$ cat config.mk
export PLATFORM = sky130hd
export DESIGN_NAME = asoc_readout_framer
export DESIGN_NICKNAME = d
export VERILOG_FILES = /design/src/rtl/asoc_readout_pkg.sv /design/src/rtl/asoc_window_buf.sv /design/src/rtl/asoc_readout_framer.sv
export SDC_FILE = /design/constraint.sdc
export NUM_CORES = 2
export LEC_CHECK = 0
export CAP_MARGIN = 25
export CORE_UTILIZATION = 45
export CTS_CLUSTER_DIAMETER = 30
export DETAILED_ROUTE_END_ITERATION = 8
export PLACE_DENSITY_LB_ADDON = 0.15
export SYNTH_ARGS = -nofsm -noshare
export SYNTH_HDL_FRONTEND = slang
export SYNTH_SLANG_ARGS = --single-unit
export TNS_END_PERCENT = 30
$ cat constraint.sdc
create_clock -name clk_sys -period 5.22 [get_ports clk_sys]
set_input_delay 1.044 -clock clk_sys [delete_from_list [all_inputs] [get_ports clk_sys]]
set_output_delay 1.044 -clock clk_sys [all_outputs]
set_load 0.05 [all_outputs]
$ cat src/rtl/asoc_readout_pkg.sv
// Shared definitions for the ASOC readout framer.
// Holds the frame marker bytes, the framer state encoding and a helper that
// computes the 8-bit frame length field carried in the trailer.
package asoc_readout_pkg;

    localparam logic [7:0] HDR_MARK = 8'hA5;
    localparam logic [7:0] TRL_MARK = 8'hE0;

    typedef enum logic [2:0] {
        ST_IDLE    = 3'd0,
        ST_CAPTURE = 3'd1,
        ST_HEADER  = 3'd2,
        ST_DATA    = 3'd3,
        ST_TRAILER = 3'd4
    } state_e;

    // Words per frame (header + samples + trailer), truncated to 8 bits.
    function automatic logic [7:0] frame_words(input int unsigned n_ch, input int unsigned win_len);
        int unsigned total;
        total = (n_ch * win_len) + 32'd2;
        return total[7:0];
    endfunction

endpackage

$ cat src/rtl/asoc_window_buf.sv
// Window buffer: simple dual-port RAM of DEPTH beats x WIDTH bits.
// Synchronous write, registered read (1-cycle latency, holds while rd_en=0),
// and a one-cycle clear pulse that zeroes every entry so beats that are never
// written during a truncated capture read back as 0.
// Ports:
//   clk      - clock
//   rst      - synchronous active-high reset of the read register
//   clr      - zero the whole array (takes priority over a write)
//   wr_en    - write wr_data to wr_addr
//   wr_addr  - write address
//   wr_data  - write data
//   rd_en    - load rd_data from rd_addr
//   rd_addr  - read address
//   rd_data  - registered read data
module asoc_window_buf #(
    parameter int DEPTH  = 16,
    parameter int WIDTH  = 48,
    parameter int ADDR_W = 4
) (
    input  logic              clk,
    input  logic              rst,
    input  logic              clr,
    input  logic              wr_en,
    input  logic [ADDR_W-1:0] wr_addr,
    input  logic [WIDTH-1:0]  wr_data,
    input  logic              rd_en,
    input  logic [ADDR_W-1:0] rd_addr,
    output logic [WIDTH-1:0]  rd_data
);

    logic [WIDTH-1:0] mem_r [DEPTH];
    logic [WIDTH-1:0] rd_data_r;

    // Storage array: bulk clear on capture start, otherwise single-beat writes.
    always_ff @(posedge clk) begin
        if (clr) begin
            for (int i = 0; i < DEPTH; i++) begin
                mem_r[i] <= {WIDTH{1'b0}};
            end
        end else if (wr_enifdef_guard(wr_en)) begin
            mem_r[wr_addr] <= wr_data;
        end else begin
            mem_r[wr_addr] <= mem_r[wr_addr];
        end
    end

    // Registered read port; holds its value when no read is requested.
    always_ff @(posedge clk) begin
        if (rst) begin
            rd_data_r <= {WIDTH{1'b0}};
        end else if (rd_en) begin
            rd_data_r <= mem_r[rd_addr];
        end else begin
            rd_data_r <= rd_data_r;
        end
    end

    assign rd_data = rd_data_r;

    function automatic logic wr_enifdef_guard(input logic en);
        return en;
    endfunction

endmodule

$ cat src/rtl/asoc_readout_framer.sv
// ASOC readout framer.
// Captures a WINDOW_LEN-beat window of N_CH parallel samples after a trigger,
// then streams it as 32-bit words: header, channel-major samples, trailer.
// Ports:
//   clk_sys          - system clock, all logic on rising edge
//   rst_sys          - synchronous active-high reset (abandons any frame)
//   asoc_trig_in     - trigger level, sampled every cycle
//   asoc_data_valid  - asoc_data_bus carries a beat this cycle
//   asoc_data_bus    - channel c in bits [c*SAMPLE_W +: SAMPLE_W]
//   daq_data_out     - registered frame word
//   daq_valid        - daq_data_out is valid (AXI-stream style)
//   daq_last         - marks the trailer word
//   daq_ready        - downstream accepts when daq_valid && daq_ready
//   busy             - high whenever the framer is not idle
module asoc_readout_framer
    import asoc_readout_pkg::*;
#(
    parameter int N_CH       = 4,
    parameter int SAMPLE_W   = 12,
    parameter int WINDOW_LEN = 16,
    parameter int TIMEOUT    = 1024
) (
    input  logic                       clk_sys,
    input  logic                       rst_sys,
    input  logic                       asoc_trig_in,
    input  logic                       asoc_data_valid,
    input  logic [N_CH*SAMPLE_W-1:0]   asoc_data_bus,
    output logic [31:0]                daq_data_out,
    output logic                       daq_valid,
    output logic                       daq_last,
    input  logic                       daq_ready,
    output logic                       busy
);

    localparam int BUS_W = N_CH * SAMPLE_W;
    localparam int IDX_W = $clog2(WINDOW_LEN);
    localparam int CH_W  = (N_CH > 32'd1) ? $clog2(N_CH) : 32'd1;
    localparam int TMO_W = $clog2(TIMEOUT + 32'd1);

    localparam logic [7:0]       N_CH_B      = 8'(N_CH);
    localparam logic [7:0]       FRAME_WORDS = frame_words(N_CH, WINDOW_LEN);
    localparam logic [IDX_W-1:0] IDX_LAST    = IDX_W'(WINDOW_LEN - 32'd1);
    localparam logic [CH_W-1:0]  CH_LAST     = CH_W'(N_CH - 32'd1);
    localparam logic [TMO_W-1:0] TMO_LAST    = TMO_W'(TIMEOUT - 32'd1);

    // Registered state
    state_e           state_r;
    logic [IDX_W-1:0] wr_idx_r;
    logic [TMO_W-1:0] tmo_r;
    logic             trunc_r;
    logic [CH_W-1:0]  rd_ch_r;
    logic [IDX_W-1:0] rd_idx_r;
    logic             trl_loaded_r;
    logic [15:0]      trig_cnt_r;
    logic [7:0]       drop_cnt_r;
    logic [31:0]      daq_data_r;
    logic             daq_valid_r;
    logic             daq_last_r;
    logic             hdr_out_r;
    logic             busy_r;

    // Next-state / control signals
    state_e           state_s;
    logic [IDX_W-1:0] wr_idx_s;
    logic [TMO_W-1:0] tmo_s;
    logic             trunc_s;
    logic [CH_W-1:0]  rd_ch_s;
    logic [IDX_W-1:0] rd_idx_s;
    logic             trl_loaded_s;
    logic             buf_clr_s;
    logic             buf_wr_s;
    logic             buf_rd_s;
    logic [IDX_W-1:0] buf_rd_addr_s;
    logic [BUS_W-1:0] buf_rd_data_s;
    logic             load_s;
    logic [31:0]      load_word_s;
    logic             load_last_s;
    logic             load_hdr_s;
    logic             out_free_s;
    logic             hs_s;
    logic             trl_done_s;
    logic [SAMPLE_W-1:0] sample_s;
    logic [31:0]      data_word_s;
    logic [31:0]      trailer_word_s;

    asoc_window_buf #(
        .DEPTH  (WINDOW_LEN),
        .WIDTH  (BUS_W),
        .ADDR_W (IDX_W)
    ) u_buf (
        .clk     (clk_sys),
        .rst     (rst_sys),
        .clr     (buf_clr_s),
        .wr_en   (buf_wr_s),
        .wr_addr (wr_idx_r),
        .wr_data (asoc_data_bus),
        .rd_en   (buf_rd_s),
        .rd_addr (buf_rd_addr_s),
        .rd_data (buf_rd_data_s)
    );

    // The output slot can take a new word when empty or when its word leaves now.
    assign out_free_s = !daq_valid_r || daq_ready;
    assign hs_s       = daq_valid_r && daq_ready;
    assign trl_done_s = (state_r == ST_TRAILER) && trl_loaded_r && hs_s;

    // The prefetched beat holds all channels; pick the one being emitted.
    assign sample_s       = buf_rd_data_s[rd_ch_r*SAMPLE_W +: SAMPLE_W];
    assign data_word_s    = {8'(rd_ch_r), 8'(rd_idx_r), 16'(sample_s)};
    assign trailer_word_s = {TRL_MARK, trunc_r, 7'b0000000, drop_cnt_r, FRAME_WORDS};

    // Next-state and datapath control for capture and readout.
    always_comb begin
        state_s       = state_r;
        wr_idx_s      = wr_idx_r;
        tmo_s         = tmo_r;
        trunc_s       = trunc_r;
        rd_ch_s       = rd_ch_r;
        rd_idx_s      = rd_idx_r;
        trl_loaded_s  = trl_loaded_r;
        buf_clr_s     = 1'b0;
        buf_wr_s      = 1'b0;
        buf_rd_s      = 1'b0;
        buf_rd_addr_s = rd_idx_r;
        load_s        = 1'b0;
        load_word_s   = 32'h0000_0000;
        load_last_s   = 1'b0;
        load_hdr_s    = 1'b0;
        case (state_r)
            ST_IDLE: begin
                if (asoc_trig_in) begin
                    state_s      = ST_CAPTURE;
                    buf_clr_s    = 1'b1;
                    wr_idx_s     = {IDX_W{1'b0}};
                    tmo_s        = {TMO_W{1'b0}};
                    trunc_s      = 1'b0;
                    rd_ch_s      = {CH_W{1'b0}};
                    rd_idx_s     = {IDX_W{1'b0}};
                    trl_loaded_s = 1'b0;
                end else begin
                    state_s = ST_IDLE;
                end
            end
            ST_CAPTURE: begin
                tmo_s = tmo_r + 1'b1;
                if (asoc_data_valid) begin
                    buf_wr_s = 1'b1;
                    wr_idx_s = wr_idx_r + 1'b1;
                end else begin
                    wr_idx_s = wr_idx_r;
                end
                // A completed window wins over a coincident timeout.
                if (asoc_data_valid && (wr_idx_r == IDX_LAST)) begin
                    state_s = ST_HEADER;
                end else if (tmo_r == TMO_LAST) begin
                    trunc_s = 1'b1;
                    state_s = ST_HEADER;
                end else begin
                    state_s = ST_CAPTURE;
                end
            end
            ST_HEADER: begin
                if (out_free_s) begin
                    load_s        = 1'b1;
                    load_word_s   = {HDR_MARK, trig_cnt_r, N_CH_B};
                    load_hdr_s    = 1'b1;
                    // Prefetch beat 0 so the first data word is ready next cycle.
                    buf_rd_s      = 1'b1;
                    buf_rd_addr_s = rd_idx_r;
                    state_s       = ST_DATA;
                end else begin
                    state_s = ST_HEADER;
                end
            end
            ST_DATA: begin
                if (out_free_s) begin
                    load_s      = 1'b1;
                    load_word_s = data_word_s;
                    buf_rd_s    = 1'b1;
                    if (rd_idx_r == IDX_LAST) begin
                        rd_idx_s = {IDX_W{1'b0}};
                        if (rd_ch_r == CH_LAST) begin
                            state_s = ST_TRAILER;
                        end else begin
                            rd_ch_s = rd_ch_r + 1'b1;
                            state_s = ST_DATA;
                        end
                    end else begin
                        rd_idx_s = rd_idx_r + 1'b1;
                        state_s  = ST_DATA;
                    end
                    // Prefetch the beat for the word that follows this one.
                    buf_rd_addr_s = rd_idx_s;
                end else begin
                    state_s = ST_DATA;
                end
            end
            ST_TRAILER: begin
                if (!trl_loaded_r) begin
                    if (out_free_s) begin
                        load_s       = 1'b1;
                        load_word_s  = trailer_word_s;
                        load_last_s  = 1'b1;
                        trl_loaded_s = 1'b1;
                    end else begin
                        trl_loaded_s = 1'b0;
                    end
                    state_s = ST_TRAILER;
                end else if (hs_s) begin
                    state_s = ST_IDLE;
                end else begin
                    state_s = ST_TRAILER;
                end
            end
            default: begin
                state_s = ST_IDLE;
            end
        endcase
    end

    // FSM and capture/readout pointer registers.
    always_ff @(posedge clk_sys) begin
        if (rst_sys) begin
            state_r      <= ST_IDLE;
            wr_idx_r     <= {IDX_W{1'b0}};
            tmo_r        <= {TMO_W{1'b0}};
            trunc_r      <= 1'b0;
            rd_ch_r      <= {CH_W{1'b0}};
            rd_idx_r     <= {IDX_W{1'b0}};
            trl_loaded_r <= 1'b0;
            busy_r       <= 1'b0;
        end else begin
            state_r      <= state_s;
            wr_idx_r     <= wr_idx_s;
            tmo_r        <= tmo_s;
            trunc_r      <= trunc_s;
            rd_ch_r      <= rd_ch_s;
            rd_idx_r     <= rd_idx_s;
            trl_loaded_r <= trl_loaded_s;
            busy_r       <= (state_s != ST_IDLE);
        end
    end

    // Output word register: load a new word or empty the slot after a handshake.
    always_ff @(posedge clk_sys) begin
        if (rst_sys) begin
            daq_data_r  <= 32'h0000_0000;
            daq_valid_r <= 1'b0;
            daq_last_r  <= 1'b0;
            hdr_out_r   <= 1'b0;
        end else if (load_s) begin
            daq_data_r  <= load_word_s;
            daq_valid_r <= 1'b1;
            daq_last_r  <= load_last_s;
            hdr_out_r   <= load_hdr_s;
        end else if (hs_s) begin
            daq_data_r  <= daq_data_r;
            daq_valid_r <= 1'b0;
            daq_last_r  <= 1'b0;
            hdr_out_r   <= 1'b0;
        end else begin
            daq_data_r  <= daq_data_r;
            daq_valid_r <= daq_valid_r;
            daq_last_r  <= daq_last_r;
            hdr_out_r   <= hdr_out_r;
        end
    end

    // Frame counter advances only once the header word has been accepted.
    always_ff @(posedge clk_sys) begin
        if (rst_sys) begin
            trig_cnt_r <= 16'h0000;
        end else if (hs_s && hdr_out_r) begin
            trig_cnt_r <= trig_cnt_r + 16'd1;
        end else begin
            trig_cnt_r <= trig_cnt_r;
        end
    end

    // Dropped-trigger counter: saturating, restarted when the trailer is accepted.
    always_ff @(posedge clk_sys) begin
        if (rst_sys) begin
            drop_cnt_r <= 8'h00;
        end else if (trl_done_s) begin
            drop_cnt_r <= asoc_trig_in ? 8'h01 : 8'h00;
        end else if (asoc_trig_in && (state_r != ST_IDLE) && (drop_cnt_r != 8'hFF)) begin
            drop_cnt_r <= drop_cnt_r + 8'd1;
        end else begin
            drop_cnt_r <= drop_cnt_r;
        end
    end

    assign daq_data_out = daq_data_r;
    assign daq_valid    = daq_valid_r;
    assign daq_last     = daq_last_r;
    assign busy         = busy_r;

endmodule

======== After elaboration in Yosys (flattened, before gate mapping) ========
Memory sizes are Yosys's and may differ from the RTL's. A register that Yosys moved wholly into a read port is not among the register bits.
Cells that the tools add are included.
storage, ports and cells
  memories ................................ 1
  output and inout port bits .............. 35
  bits in registers ....................... 86
  word-level logic and storage cells ...... 131
  memory bits (writable) .................. 768
  bits of input ports ..................... 53
memories
  name         depth  width  rd ports  clocked after Yosys merged registers in  wr ports  RTL line               source
  u_buf.mem_r  16     48     1         1                                        16        asoc_window_buf.sv:31  logic [WIDTH-1:0] mem_r [DEPTH];
operators by class
  add/subtract/negate cells ............... 6
  bitwise logic cells ..................... 1
  equal/unequal tests ..................... 17
  multiply operators ...................... 1
  reductions and logical operators ........ 26
  muxes and demuxes ....................... 64
  shifts and indexed selects .............. 1
operators with widths
  operator                                                                 count
  32-bit two-way mux                                                       3
  48-bit two-way mux                                                       2
  32-bit case mux with 3 select lines                                      1
  48-bit OR reduction                                                      1
  48-bit by 7-bit indexed part select with 12-bit output                   1
  1-bit two-way mux                                                        29
  26-bit two-way mux                                                       1
  4-bit two-way mux                                                        6
  11-bit case mux with 2 select lines                                      1
  16-bit by 1-bit adder with 16-bit output, second input constant          1
  8-bit two-way mux                                                        2
  4-bit case mux with 2 select lines                                       2
  3-bit two-way mux                                                        5
  3-bit case mux with 5 select lines                                       1
  2-bit != test, second input constant                                     7
  2-bit two-way mux                                                        6
  11-bit by 1-bit adder with 11-bit output, second input constant          1
  11-bit by 10-bit equality test with 1-bit output, second input constant  1
  11-bit two-way mux                                                       1
  2-bit nonzero test                                                       5
  4-bit by 1-bit adder with 4-bit output, second input constant            2
  8-bit by 1-bit adder with 8-bit output, second input constant            1
  4-bit equality test, second input constant                               2
  8-bit != test, second input constant                                     1
  20 further kinds                                                         33

======== Logic depth before layout (Yosys ltp) ========
  depth in word-level cells ............... 9
  mapped depth ............................ 13
  depth with buffers taken out ............ 7

======== Hierarchy ========
Synthesis repeated with hierarchy kept, for this count alone.
second synthesis, totals
  cell total of the unflattened synthesis .. 3,168
  area, all modules ....................... 40,443.8 µm²
by module, submodules not included
  module               cells an instance  area each (µm²)  instances  seq. area each (µm²)
  asoc_window_buf      2,725              36,445.0         1          24,023.0
  asoc_readout_framer  443                3,998.8          1          1,661.6

======== Least setup slack after synthesis ========
OpenSTA, ideal clock, no wires.
  kind .................................... input port to flip-flop
  start ................................... in asoc_data_valid
  end ..................................... mem u_buf.mem_r[12][0], enable pin
  slack ................................... -137 ps
  buffers on the path ..................... 1
  data required time ...................... 4,700 ps
  arrival ................................. 4,837 ps
  library setup time ...................... 520 ps
  stages on the path ...................... 4
  path through ............................ and2_1 > buf_4 > nand2_1 > o21ai_0
RTL lines
  item             RTL line                   source
  start, declared  asoc_readout_framer.sv:26  input logic asoc_data_valid,
  end, declared    asoc_window_buf.sv:31

==> impl_metrics.yaml <==
synthesis:
  yosysWarnings: 0
  synth_mux_area_frac: 0.01091
  synth.avg_cell_area_um2: 11.49
  yosys.area_share.simple: 0.2377
  synth_top_area_cell: "edfxtp_1"
  ys_types: 66
  synthTopCellsByArea: "edfxtp_1 (55%), and2_1 (12%), dfxtp_1 (6.3%), nand3_1 (4.8%), and3_1 (2.9%)"
  yosysSeqAreaShare: 0.6154
  synth-edff-count: 768
  synthArstFlopShare: 0
  syn-cell-area_um2: 41740
  synthCells: 3633
  synth-xor-area-share: 0.004197
  synth_top_family_by_area: "simple AND/OR/NAND/NOR gates"
  synthAdderAreaFrac: 0.002698
  ys_dominant_reg_cell: "edfxtp_1"
  synth_top_area_frac: 0.5526
  synth_most_common_cell: "and2_1"
  ys_seq_elements: 899
  synth_compound_area_frac: 0.08862
  yosys-top-cells-count: "and2_1 (770), edfxtp_1 (768), nand3_1 (400)"
power:
  power.leakage_uw: 0.01870
  power.net_switching_uw: 4851
  powerDensity_nw_per_um2: 426.4
  sw_frac_of_total: 0.2228
  power.internal_uw: 16920
  power.total_uw: 21770
  max-vdd-ir-drop_mv: 0.3207
  p_comb_frac: 0.034
  power_frac_seq: 0.379
  p_clk_frac: 0.587
drt:
  viasPerCell: 6.094
  wl_um: 139700
  drtIter0Drc: 4138
  wl_per_cell_um: 27.60
  vias: 30847
  ant_nets: 0
  drt_pass1_iterations: 6
  drc: 0
floorplan:
  die-height_um: 306.5
  dieWidth_um: 306.5
  die_area_um2: 93970
  io_pins: 88
  core.rowCount: 111
  start_util: 0.4546
  core_area_um2: 91800
grt:
  grt_antenna_before_repair: 7
  grt.total_usage: 0.2965
  grt_pass1_wl_um: 204900
  overflow: 0
  grt_pass1_vias: 30308
  grt_max_degree: 122
sta:
  tightestPinTransition_ns: 1.129
  max_freq_mhz: 250.6
  layout_min_cycle_time_ns: 3.991
  hold_viol_final: 0
  relSlewSlack: 0.2473
  final.setup_skew_ns: 0.02222
  setup_viol: 0
  fin_crit_sh: 0.7646
  slew_viol_final: 0
  rsz0062_at_grt: "no"
worst_setup_path:
  required_ns: 5.63
  critPathKind: "flop to flop"
  cp_max_fo: 20
  start_kind: "flop"
  crit_path_end_kind: "flop"
  cp.arrival_ns: 4.40
place:
  port_buffers: 85
  place_area_um2: 44070
  dp_hpwl_um: 72330
  gp_congestion: 0.8378
run:
  cap_violations: 0
layout:
  area_growth_pct: 22.30
  final_area_um2: 51040
  fin_nets: 3704
  drive_gt1_frac: 0.1320
clock_tree:
  htree_num_levels: 4
  insertion_delay_ns: 0.78
  cts_max_path_buffers: 3
  hold_buffers: 0
  tritoncts: "yes"
  clkSinkCount: 899
  numCtsBuffers: 199
  clkTransAtPathRegs_ns: 0.05
  ctsResizeCount: 0
  cts_setup_buffers: 0
  cts_root_buf: "clkbuf_16"
run_status:
  outcome: "finished clean"
worst_hold_path:
  hold_path_class: "flop to flop"
cells by family after synthesis:
logic type,after synthesis
and+or+nand+nor,1702
DFF,899
AOI/OAI and AO/OA,584
buffers and inverters,388
muxes,30
xor gates and xnor gates,20
adders and majority gates,9
other,1
cells in the final DEF (no fill, tap or decap), types with 9 or more instances in the layout:
cell and n:
a211oi_1 143, a21oi_1 24, a22oi_1 13, a31o_1 46, a31oi_1 63, and2_1 770, and3_1 195, buf_12 37
buf_4 62, bufinv_16 26, clkbuf_1 29, clkbuf_16 201, clkbuf_8 14, clkdlybuf4s50_1 84, clkinv_1 15, clkinv_2 41
clkinv_4 9, clkinvlp_4 25, dfxtp_1 131, edfxtp_1 768, ha_1 9, inv_1 9, mux2i_1 14, mux4_2 12
nand2_1 81, nand3_1 399, nand4_1 11, nand4b_1 48, nor2_1 82, nor2_4 13, nor3_1 11, o21ai_0 223
o21ai_1 26, o21ai_4 13, or4_1 47, xor2_1 14
final cells by class:
class | instances | area [um^2]
tap | 1243 | 1555
timing repair buffer | 185 | 2063
sequential | 899 | 25680
antenna | 1 | 2.502
fill | 7543 | 40760
clock buffer | 244 | 5331
inverter | 10 | 37.54
clock inverter | 133 | 1634
multi-input combinational | 2347 | 14730
worst max-delay path, stage by stage, from the launching register on:
cell and delay, ns:
dfxtp_1 0.91, nor3b_2 0.57, and2_1 0.36, nand2_1 0.46
o21ai_4 0.76, buf_4 0.52
flip-flops by register name (all words and copies together) (netlist names), 2 cells and up:
name	count
state_r	3
tmo_r	11
u_buf.rd_data	48
drop_cnt_r	8
rd_ch_r	2
trig_cnt_r	16
daq_data_out	29
u_buf.mem_r	768
rd_idx_r	4
wr_idx_r	4
layer usage:
metal	GRT usage	share of wire
met2	0.4556	0.46
met5	0	0.00029
met3	0.05865	0.10
met4	0.1195	0.035
met1	0.4124	0.41
power groups by stage:
stage | Combinational [uW] | Sequential, uW | Clock [uW]
detailed placement | 727 | 8370 | 0
CTS | 728 | 8250 | 12900
global placement | 714 | 8370 | 0
floorplan | 348 | 8390 | 0
global route | 771 | 8280 | 13200
finish | 732 | 8260 | 12800
path summary, 6_finish.rpt:
path         slack [ns]  cells past startpoint                            from                         endpoint
max                1.23                      5           state_r[0]$_SDFF_PP0_  u_buf.mem_r[9][2]$_SDFFCE_PN0P_
min                0.45                      2  u_buf.rd_data[17]$_SDFFE_PP0P_   u_buf.rd_data[17]$_SDFFE_PP0P_
max reg2reg        1.23                      5           state_r[0]$_SDFF_PP0_  u_buf.mem_r[9][2]$_SDFFCE_PN0P_
min reg2reg        0.45                      2  u_buf.rd_data[17]$_SDFFE_PP0P_   u_buf.rd_data[17]$_SDFFE_PP0P_
per-stage QoR:
step	TNS [ns]	util	setup slack [ns]	std cells	hold WS [ns]
CTS	0	0.5560	1.317	5061	0.4504
floorplan	-71.16	-	-0.1370	3634	0.4202
global route	0	0.5560	1.055	5061	0.4734
finish	0	0.5560	1.229	5062	0.4492
global placement	0	0.4798	1.103	4682	0.4382
detailed placement	0	0.4801	1.057	4684	0.4400
No activity file was read; power rests on OpenSTA's default activity.
